[src/rtl/cpu_defs.sv]
// Shared CPU datapath definitions: default word width and destination encodings.
package cpu_defs;

    localparam int unsigned DEFAULT_DATA_WIDTH = 8;
    localparam int unsigned CNT_WIDTH          = 8;

    // Destination select encodings for the write-back demux
    localparam logic DEST_REG = 1'b0;
    localparam logic DEST_MEM = 1'b1;

endpackage

[src/rtl/sync_fifo_8bits.sv]
// Small synchronous FIFO with a registered head word; DEPTH must be a power of two >= 2.
module sync_fifo_8bits
    import cpu_defs::*;
#(
    parameter int unsigned DATA_WIDTH = DEFAULT_DATA_WIDTH,
    parameter int unsigned DEPTH      = 2
) (
    input  logic                  clk,
    input  logic                  rst,
    input  logic                  push,
    input  logic                  pop,
    input  logic [DATA_WIDTH-1:0] din,
    output logic [DATA_WIDTH-1:0] dout,
    output logic                  full,
    output logic                  empty
);

    localparam int unsigned AW = (DEPTH > 1) ? $clog2(DEPTH) : 1;
    localparam int unsigned CW = AW + 1;

    logic [DATA_WIDTH-1:0] mem [DEPTH];
    logic [AW-1:0]         wr_ptr;
    logic [AW-1:0]         rd_ptr;
    logic [AW-1:0]         rd_nxt;
    logic [CW-1:0]         count;
    logic [CW-1:0]         count_nxt;
    logic [DATA_WIDTH-1:0] head_nxt;
    logic                  push_ok;
    logic                  pop_ok;

    // Guard against overflow/underflow even if the caller misbehaves
    assign push_ok = push & ~full;
    assign pop_ok  = pop & ~empty;

    // Next count, read pointer and head word (head holds its value when the FIFO drains)
    always_comb begin
        count_nxt = count;
        rd_nxt    = rd_ptr + AW'(pop_ok);
        head_nxt  = dout;
        case ({push_ok, pop_ok})
            2'b10:   count_nxt = count + CW'(1);
            2'b01:   count_nxt = count - CW'(1);
            default: count_nxt = count;
        endcase
        if ((count - CW'(pop_ok)) != CW'(0)) begin
            head_nxt = mem[rd_nxt];
        end else if (push_ok) begin
            head_nxt = din;
        end
    end

    // Storage array; contents are meaningless until written, so no reset
    always_ff @(posedge clk) begin
        if (push_ok) begin
            mem[wr_ptr] <= din;
        end
    end

    // Pointers, occupancy, flags and head register
    always_ff @(posedge clk or posedge rst) begin
        if (rst) begin
            wr_ptr <= '0;
            rd_ptr <= '0;
            count  <= '0;
            full   <= 1'b0;
            empty  <= 1'b1;
            dout   <= '0;
        end else begin
            if (push_ok) begin
                wr_ptr <= wr_ptr + AW'(1);
            end
            rd_ptr <= rd_nxt;
            count  <= count_nxt;
            full   <= (count_nxt == CW'(DEPTH));
            empty  <= (count_nxt == CW'(0));
            dout   <= head_nxt;
        end
    end

endmodule

[src/rtl/demux_1x2_8bits.sv]
// Registered 1-to-2 demux: steers each accepted word into one of two per-destination FIFOs.
// Optional delivered-word counters are built when DEMUX_1X2_COUNT_EN is defined.
module demux_1x2_8bits
    import cpu_defs::*;
#(
    parameter int unsigned DATA_WIDTH = DEFAULT_DATA_WIDTH,
    parameter int unsigned DEPTH      = 2
) (
    input  logic                  CLK,
    input  logic                  RESET,
    input  logic [DATA_WIDTH-1:0] in_data,
    input  logic                  in_sel,
    input  logic                  in_valid,
    output logic                  in_ready,
    output logic [DATA_WIDTH-1:0] out0_data,
    output logic                  out0_valid,
    input  logic                  out0_ready,
    output logic [DATA_WIDTH-1:0] out1_data,
    output logic                  out1_valid,
    input  logic                  out1_ready,
    output logic [CNT_WIDTH-1:0]  cnt0,
    output logic [CNT_WIDTH-1:0]  cnt1
);

    logic full0;
    logic full1;
    logic empty0;
    logic empty1;
    logic accept;
    logic push0;
    logic push1;
    logic pop0;
    logic pop1;

    // Ready mux: only the selected FIFO's registered full flag matters
    assign in_ready = ~RESET & ~((in_sel == DEST_MEM) ? full1 : full0);
    assign accept   = in_valid & in_ready;
    assign push0    = accept & (in_sel == DEST_REG);
    assign push1    = accept & (in_sel == DEST_MEM);

    assign out0_valid = ~empty0;
    assign out1_valid = ~empty1;
    assign pop0       = out0_valid & out0_ready;
    assign pop1       = out1_valid & out1_ready;

    sync_fifo_8bits #(
        .DATA_WIDTH (DATA_WIDTH),
        .DEPTH      (DEPTH)
    ) u_fifo0 (
        .clk   (CLK),
        .rst   (RESET),
        .push  (push0),
        .pop   (pop0),
        .din   (in_data),
        .dout  (out0_data),
        .full  (full0),
        .empty (empty0)
    );

    sync_fifo_8bits #(
        .DATA_WIDTH (DATA_WIDTH),
        .DEPTH      (DEPTH)
    ) u_fifo1 (
        .clk   (CLK),
        .rst   (RESET),
        .push  (push1),
        .pop   (pop1),
        .din   (in_data),
        .dout  (out1_data),
        .full  (full1),
        .empty (empty1)
    );

`ifdef DEMUX_1X2_COUNT_EN
    logic [CNT_WIDTH-1:0] cnt0_q;
    logic [CNT_WIDTH-1:0] cnt1_q;

    // Delivered-word counters, wrapping at 2^CNT_WIDTH
    always_ff @(posedge CLK or posedge RESET) begin
        if (RESET) begin
            cnt0_q <= '0;
            cnt1_q <= '0;
        end else begin
            if (pop0) begin
                cnt0_q <= cnt0_q + CNT_WIDTH'(1);
            end
            if (pop1) begin
                cnt1_q <= cnt1_q + CNT_WIDTH'(1);
            end
        end
    end

    assign cnt0 = cnt0_q;
    assign cnt1 = cnt1_q;
`else
    assign cnt0 = '0;
    assign cnt1 = '0;
`endif

endmodule
[config.mk]
export PLATFORM = sky130hd
export DESIGN_NAME = demux_1x2_8bits
export DESIGN_NICKNAME = d
export VERILOG_FILES = /design/src/rtl/cpu_defs.sv /design/src/rtl/sync_fifo_8bits.sv /design/src/rtl/demux_1x2_8bits.sv
export SDC_FILE = /design/constraint.sdc
export NUM_CORES = 1
export LEC_CHECK = 0
export ABC_AREA = 0
export CAP_MARGIN = 20
export CORE_ASPECT_RATIO = 1.1
export CORE_UTILIZATION = 28
export DETAILED_ROUTE_END_ITERATION = 10
export GPL_TIMING_DRIVEN = 0
export PLACE_DENSITY = 0.58
export SLEW_MARGIN = 20
export SYNTH_ARGS = -nofsm -noshare
export SYNTH_HDL_FRONTEND = slang
export SYNTH_HIERARCHICAL = 1
export SYNTH_SLANG_ARGS = --single-unit
[constraint.sdc]
create_clock -name CLK -period 4.8 [get_ports CLK]
set_input_delay 0.72 -clock CLK [delete_from_list [all_inputs] [get_ports CLK]]
set_output_delay 0.72 -clock CLK [all_outputs]
set_load 0.01 [all_outputs]
==> flow_summary.yaml, run 1 <==
clock_tree:
  cts-buffers-inserted: 9
  holdBufCountCts: 0
  clock-sinks: 60
  max-clock-path-buffers: 2
  post_cts_resized: 0
  clk_latency_ps: 320
  post_cts_buffers: 0
  cts_max_level: 3
  cts_tree: "built"
  cts_root_buf: "clkbuf_8"
  cts.clk_slew.worst_paths_ps: 60
power_and_ir_drop:
  p_leak_nw: 1.448
  p_per_area_mw_per_mm2: 586.3
  peakVddDrop_mv: 0.1444
  total_power_w: 0.001963
global_routing:
  use_met2: 0.1454
  first_global_vias: 1433
  antenna_found_initial: 0
  grt_use_total: 0.1023
  busiest_layer: "met2"
  grt_pass1_wl_um: 7258
  use_met1: 0.1373
  grt_start_max_net_pins: 15
  overflow: 0
  grtUsageMet3: 0.02705
setup_path:
  reg2regPathDepth: 5
  worst_ep_arrival_time_ps: 2040
  crit_slowest_cell: "clkdlybuf4s50_1"
  cp.required_ps: 4080
  reg2reg_to: "u_fifo0/mem[0][5]$_DFFE_PP_"
  r2r_start: "u_fifo0/full$_DFF_PP0_"
  cp-end-kind: "output pin"
  critPathLaunchType: "input pin"
  worstPathMaxFanout: 4
  path_class: "input pin to output pin"
  crit_path_cell_trace: "clkdlybuf4s50_1 -> nor2b_1 -> a211oi_1 -> clkdlybuf4s50_1"
  r2r_setup_slack_ps: 2760
  path_common_cell: "clkdlybuf4s50_1"
  crit_start: "in_sel"
  cp_slowest_stage_delay_ps: 570
  cp-endpoint: "in_ready"
die:
  die_width_um: 95.04
  start_util: 0.2945
  core_region_area_mm2: 0.009054
  dieArea_mm2: 0.009917
  rows: 36
  die_height_um: 104.3
  io_pins: 49
final_layout:
  fill_cells: 877
  final_cell_mix: "mux2i_1 (48), clkdlybuf4s50_1 (32), edfxtp_1 (32)"
  layout-drive-gt1-share: 0.1841
  diodes: 0
  fin_nets: 250
  final_common_cell: "mux2i_1"
  finalNonFillerCells: 353
  areaGrowthSynthToFinish_pct: 25.57
worst_hold_path:
  whs_path_depth: 1
  hold_class: "register to register"
  hold_path_startpoint: "u_fifo0/wr_ptr$_DFFE_PP0P_"
detailed_routing:
  wl_per_cell_um: 13.11
  vias_per_cell: 4.040
  finalWirelength_um: 4628
  first_iter_violations: 42
  drtAntennaViolNets: 0
  vias: 1426
  drc: 0
  first_pass_iters: 4
yosys:
  synth.distinct_cells: 23
  ys.warnings.count: 6
  synth_area_mm2: 0.002666
  ys_seq_area_frac: 0.6241
  syn_avg_cell_area_um2: 15.15
  netlist_instances: 176
  synth_seq_cells: 60
timing:
  skew_ps: 4.963
  fin_tns_setup_ps: 0
  setup_viol: 0
  timing.fmax_mhz: 362.9
  period_needed_ps: 2756
  relSlewSlack: 0.4876
  hold-worst-slack_ps: 489.5
  slew_violations: 0
  hold_viol: 0
  period_share: 0.5741
  worst_pin_slew_ps: 765.8
  grt_setup_unrepaired: "no"
placement:
  gp_congestion: 0.6569
  io_buffer_count: 32
  dp_hpwl_um: 3193
  post-place-cells: 337
run_status:
  status: "complete, no violations"
run:
  cap_violations: 0
[cells by family (layout without fill, tap and decap cells)]
logic type,count (synthesis),after routing,synth area share
adders and majority gates,2,2,0.009384
AOI/OAI and AO/OA,1,1,0.002817
buffers and inverters,30,78,0.07227
muxes,48,48,0.1802
other,1,16,0.001406
and+or+nand+nor,22,22,0.05631
DFF,60,60,0.6241
xor gates and xnor gates,12,12,0.05350
[synthesized netlist by cell type]
library cell   n  area, um2
a211oi_1       1      7.510
and2_1         2      12.51
buf_2          4      20.02
buf_4         16      120.1
buf_6          2      22.52
conb_1         1      3.750
dfrtp_1       26      650.6
dfstp_2        2      52.55
edfxtp_1      32      960.9
ha_1           2      25.02
inv_1          6      22.52
inv_2          2      7.510
mux2i_1       48      480.5
nand2b_1       2      12.51
nand2b_4       1      13.76
nor2_1         6      22.52
nor2b_1        7      43.79
nor2b_4        2      27.53
nor3_1         1      5.000
nor3b_2        1      12.51
xnor2_1        8      70.07
xnor2_4        2      55.05
xor2_1         2      17.52
[flip-flops by register name (all words and copies together), names as in the netlist, 2 cells and up]
| name | count |
|---|---|
| u_fifo1/dout | 8 |
| u_fifo1/mem | 16 |
| u_fifo0/dout | 8 |
| u_fifo1/count | 2 |
| u_fifo0/count | 2 |
| u_fifo0/mem | 16 |
[power by group]
| group | switching [W] | internal (W) |
|---|---|---|
| sequential | 0.000100 | 0.000694 |
| clock | 0.000179 | 0.000201 |
| combinational | 0.000352 | 0.000437 |
[cell type report]
cell class	instances	area, um2	share of cell area
buffer	22	162.7	0.04858
clock buffer	14	152.6	0.04559
clock inverter	2	10.01	0.002990
inverter	8	30.03	0.008969
multi-input combinational	101	865.8	0.2586
sequential	60	1664	0.4970
tap	114	142.6	0.04260
timing repair buffer	32	320.3	0.09567
[per-stage QoR]
stage / utilization / setup WS [ps] / area (um2)
after floorplan: - / 2552 / 2723
after global placement: 0.3519 / 1782 / 3186
after detailed placement: 0.3519 / 1758 / 3186
after CTS: 0.3698 / 2027 / 3348
after global routing: 0.3698 / 1930 / 3348
final: 0.3698 / 2044 / 3348
[critical path: cells and delay by family]
kind / cells / cell delay (ps)
compound gates: 1 / 170
simple gates: 1 / 60
buf+inv: 2 / 1080
[layer usage]
| metal | routed length (um) | part of all wire |
|---|---|---|
| met1 | 2161 | 0.47 |
| met2 | 2218 | 0.48 |
| met3 | 178 | 0.038 |
| met4 | 69 | 0.015 |
| met5 | 0 | 0 |
[how the worst min path moves through the flow]
| stage | end | slack (ps) |
|---|---|---|
| 2_1_floorplan | u_fifo0/count[1]$_DFF_PP0_ | 460 |
| 3_3_place_gp | u_fifo0/wr_ptr$_DFFE_PP0P_ | 470 |
| 3_5_place_dp | u_fifo0/wr_ptr$_DFFE_PP0P_ | 480 |
| 4_1_cts | u_fifo0/wr_ptr$_DFFE_PP0P_ | 490 |
| 5_1_grt | u_fifo1/wr_ptr$_DFFE_PP0P_ | 520 |
| 6_report | u_fifo0/wr_ptr$_DFFE_PP0P_ | 490 |
Power figures use the tool's default switching activity.
==> run 2: changes to the inputs <==
Settings changed: PLACE_DENSITY 0.58 to 0.6.
Clock period 4.8 ns to 2.2 ns, I/O delays scaled along.
==> flow_summary.yaml, run 2 (same netlist as run 1, synthesis figures left out) <==
run_status:
  status: "complete, no violations"
placement:
  dp_hpwl_um: 3242
  gp_congestion: 0.6666
  io_buffer_count: 32
  post-place-cells: 337
timing:
  timing.fmax_mhz: 485.9
  relSlewSlack: 0.6232
  period_share: 0.9354
  grt_setup_unrepaired: "no"
  worst_pin_slew_ps: 564.6
  skew_ps: 7.396
  setup_viol: 0
  fin_tns_setup_ps: 0
  period_needed_ps: 2058
  slew_violations: 0
  hold_viol: 0
setup_path:
  cp-endpoint: "u_fifo1/full$_DFF_PP0_"
  crit_start: "in_valid"
  cp-end-kind: "register"
  path_class: "input pin to register"
  worst_ep_arrival_time_ps: 2320
  reg2regPathDepth: 8
  worstPathMaxFanout: 7
  critPathLaunchType: "input pin"
  reg2reg_to: "u_fifo1/full$_DFF_PP0_"
  cp.required_ps: 2460
  r2r_setup_slack_ps: 310
  r2r_start: "u_fifo1/full$_DFF_PP0_"
global_routing:
  first_global_vias: 1461
  overflow: 0
  antenna_found_initial: 0
  grt_pass1_wl_um: 7438
  grt_use_total: 0.1063
  grt_start_max_net_pins: 15
die:
  die_height_um: 104.3
  core_region_area_mm2: 0.009054
  start_util: 0.2945
  io_pins: 49
  die_width_um: 95.04
  rows: 36
  dieArea_mm2: 0.009917
clock_tree:
  cts_max_level: 3
  cts_root_buf: "clkbuf_8"
  clk_latency_ps: 340
  cts-buffers-inserted: 9
  cts_tree: "built"
  holdBufCountCts: 0
  max-clock-path-buffers: 2
  clock-sinks: 60
  cts.clk_slew.worst_paths_ps: 70
final_layout:
  finalNonFillerCells: 361
  final_common_cell: "mux2i_1"
  reg_top3: "u_fifo0/mem: 16 flops, u_fifo1/mem: 16 flops"
  layout-drive-gt1-share: 0.2227
  fin_util: 0.3799
  fill_cells: 867
  final_cell_mix: "mux2i_1 (48), edfxtp_1 (32), clkdlybuf4s50_1 (31)"
  fin_nets: 258
  diodes: 0
  areaGrowthSynthToFinish_pct: 29.00
detailed_routing:
  drtAntennaViolNets: 0
  finalWirelength_um: 4761
  first_iter_violations: 73
  first_pass_iters: 4
  vias_per_cell: 4.050
  drc: 0
  vias: 1462
  wl_per_cell_um: 13.19
power_and_ir_drop:
  total_power_w: 0.004405
  p_leak_nw: 1.510
  p_per_area_mw_per_mm2: 1281
  peakVddDrop_mv: 0.4751
run:
  cap_violations: 0
worst_hold_path:
  hold_class: "input pin to asynchronous set/reset pin"
[run 2: area by class of cell]
cell class              count  area [um2]  share of cell area
flip-flops and latches     60        1664              0.4838
multi-input cells         101       870.8              0.2532
inverters                   8       30.03            0.008730
well taps                 114       142.6             0.04147
clock inverters             1       5.005            0.001455
plain buffers              22       167.7             0.04875
repair buffers             40       382.9              0.1113
clock buffers              15       176.4             0.05129
[run 2: worst min-delay path by stage]
stage,endpoint
2_1_floorplan,u_fifo0/count[0]$_DFF_PP0_
3_3_place_gp,u_fifo1/wr_ptr$_DFFE_PP0P_
3_5_place_dp,u_fifo1/wr_ptr$_DFFE_PP0P_
4_1_cts,u_fifo0/full$_DFF_PP0_
5_1_grt,u_fifo0/full$_DFF_PP0_
6_report,u_fifo0/full$_DFF_PP0_
[run 2: per-layer routing]
| metal | vias to the layer above | part of all wire | wire (um) | global-route usage |
|---|---|---|---|---|
| li1 | 708 | - | - | - |
| met1 | 700 | 0.47 | 2253 | 0.1324 |
| met2 | 44 | 0.44 | 2110 | 0.1506 |
| met3 | 10 | 0.052 | 246 | 0.03143 |
| met4 | 0 | 0.032 | 151 | 0.08442 |
| met5 | - | 0 | 0 | 0 |
[run 2: stage by stage]
stage	setup slack, ps	area (um2)	hold WS [ps]
2_1_floorplan	342.3	2723	218.5
3_3_place_gp	-410.0	3186	474.8
3_5_place_dp	-457.8	3186	476.9
4_1_cts	7.482	3377	471.3
5_1_grt	21.89	3440	165.3
6_report	142.2	3440	118.8
[run 2: where the power goes]
part | internal, W | switching [W] | total [W]
clock | 0.000501 | 0.000401 | 0.000902
sequential | 0.00151 | 0.000214 | 0.00173
combinational | 0.000992 | 0.000783 | 0.00178
total | 0.00301 | 0.00140 | 0.00440
[run 2: repair_timing]
item | in CTS | in global routing
setup buffers | 0 | 8
pin swaps | 0 | 2
setup endpoints to repair | 18 | 5
gates resized for setup | 4 | 1
[run 2: worst max-delay path, cell delays in order]
cell,delay [ps]
clkdlybuf4s50_1,510
nand2b_4,60
nor3b_2,150
nor2b_1,140
buf_4,160
inv_2,100
ha_1,340
nor2_1,140
xor2_1,220
nor2b_1,170
==> run 3: changes to the inputs <==
Settings changed: CELL_PAD_IN_SITES_DETAIL_PLACEMENT from default to 0, CELL_PAD_IN_SITES_GLOBAL_PLACEMENT from default to 2, PLACE_DENSITY 0.6 to 0.77.
==> flow_summary.yaml, run 3 (same netlist as run 1, synthesis figures left out) <==
global_routing:
  grt_start_max_net_pins: 15
  antenna_found_initial: 0
  overflow: 0
  grt_use_total: 0.1056
  first_global_vias: 1451
  grt_pass1_wl_um: 7458
final_layout:
  reg_top3: "u_fifo0/mem: 16 flops, u_fifo1/mem: 16 flops"
  final_cell_mix: "mux2i_1 (48), edfxtp_1 (32), clkdlybuf4s50_1 (31)"
  diodes: 0
  fin_util: 0.3760
  fill_cells: 866
  final_common_cell: "mux2i_1"
  fin_nets: 255
  stdcell_area_mm2: 0.003405
  areaGrowthSynthToFinish_pct: 27.69
  layout-drive-gt1-share: 0.2049
die:
  start_util: 0.2945
  die_width_um: 95.04
  dieArea_mm2: 0.009917
  rows: 36
  core_region_area_mm2: 0.009054
  die_height_um: 104.3
  io_pins: 49
clock_tree:
  clock-sinks: 60
  cts_max_level: 3
  cts-buffers-inserted: 9
  holdBufCountCts: 0
  cts_tree: "built"
  max-clock-path-buffers: 2
  clk_latency_ps: 330
  cts.clk_slew.worst_paths_ps: 70
  cts_root_buf: "clkbuf_8"
setup_path:
  critPathLaunchType: "input pin"
  cp.required_ps: 2460
  crit_path_cell_trace: "clkdlybuf4s50_1 -> nand2b_4 -> nor3b_2 -> nor2b_1 -> buf_4 -> inv_2 -> ha_1 -> nor2_1 -> xor2_1 -> nor2b_1"
  reg2regPathDepth: 5
  path_class: "input pin to register"
  cp-end-kind: "register"
  cp_slowest_stage_delay_ps: 510
  crit_slowest_cell: "clkdlybuf4s50_1"
  worstPathMaxFanout: 6
  r2r_start: "u_fifo0/full$_DFF_PP0_"
  cpLargestDelayFamily: "buffers and inverters"
  path_depth: 10
  worst_ep_arrival_time_ps: 2330
  path_common_cell: "nor2b_1"
  crit_start: "in_valid"
  worst-path-buf-inv: 3
timing:
  period_needed_ps: 2079
  setup_viol: 0
  skew_ps: 7.161
  slew_violations: 0
  period_share: 0.9448
  timing.fmax_mhz: 481.1
  grt_setup_unrepaired: "no"
  worst_pin_slew_ps: 766.4
  hold_viol: 0
  relSlewSlack: 0.4872
power_and_ir_drop:
  p_per_area_mw_per_mm2: 1273
  p_int_w: 0.002947
  power.share.clock: 0.199
  seqPwrFrac: 0.397
  peakVddDrop_mv: 0.5216
  pwr-share-comb: 0.404
  switching_share: 0.3198
  p_leak_nw: 1.488
  switching_power_w: 0.001385
placement:
  dp_hpwl_um: 3151
  gp_congestion: 0.6913
  io_buffer_count: 32
  placed_area_mm2: 0.003186
detailed_routing:
  first_iter_violations: 63
  wl_per_cell_um: 13.06
  finalWirelength_um: 4675
  drtAntennaViolNets: 0
  vias_per_cell: 4.020
  first_pass_iters: 4
  vias: 1439
  drc: 0
run_status:
  status: "complete, no violations"
worst_hold_path:
  hold_class: "input pin to asynchronous set/reset pin"
run:
  cap_violations: 0
run 3: power groups by stage:
stage          Clock, W  Combinational [W]  Sequential (W)
2_1_floorplan         0            0.00110         0.00178
3_5_place_dp          0            0.00175         0.00174
6_report       0.000862            0.00175         0.00172
5_1_grt        0.000941            0.00191         0.00177
4_1_cts        0.000890            0.00177         0.00173
3_3_place_gp          0            0.00172         0.00174
run 3: worst reg2reg max path: stages (launching register included):
cell and delay (ps):
dfrtp_1 380, nor3_1 160, nor2b_1 150, buf_4 150, inv_2 90, nor2_1 600
run 3: path summary, 6_finish.rpt:
path	end	slack (ps)
max in group asynchronous	u_fifo0/dout[6]$_DFFE_PP0P_	1670
hold / removal	u_fifo0/count[0]$_DFF_PP0_	140
setup reg to reg	u_fifo0/mem[0][1]$_DFFE_PP_	300
hold reg to reg	u_fifo0/wr_ptr$_DFFE_PP0P_	490
setup / recovery	u_fifo1/full$_DFF_PP0_	120
min in group CLK	u_fifo0/wr_ptr$_DFFE_PP0P_	490
run 3: cell type report:
class                   count  area (um2)  area share
plain buffers              22       167.7     0.04925
clock buffers              14       162.7     0.04778
clock inverters             2       8.758    0.002573
inverters                   8       30.03    0.008820
multi-input cells         101       868.3      0.2551
flip-flops and latches     60        1664      0.4888
well taps                 114       142.6     0.04190
repair buffers             37       360.3      0.1058
run 3: timing repair:
| action | in CTS | in global routing |
|---|---|---|
| gates resized for setup | 3 | 1 |
| pin swaps | 1 | 2 |
| buffers inserted | 0 | 5 |
| endpoints found under the setup margin | 18 | 11 |
run 3: through the flow:
stage	power (W)	cells	setup TNS (ps)	setup WS (ps)	hold slack (ps)
after global routing	0.004617	358	0	24.30	194.2
after CTS	0.004383	353	0	1.694	488.0
after detailed placement	0.003495	337	-10770	-430.4	476.1
final	0.004332	358	0	121.4	143.5
after floorplan	0.002885	191	0	342.3	218.5
after global placement	0.003462	337	-9797	-419.4	473.3
run 3: per-layer routing:
metal / track usage / routed length (um)
met1: 0.1362 / 2262
met2: 0.1526 / 2062
met3: 0.03216 / 226
met4: 0.06494 / 123
met5: 0 / 0
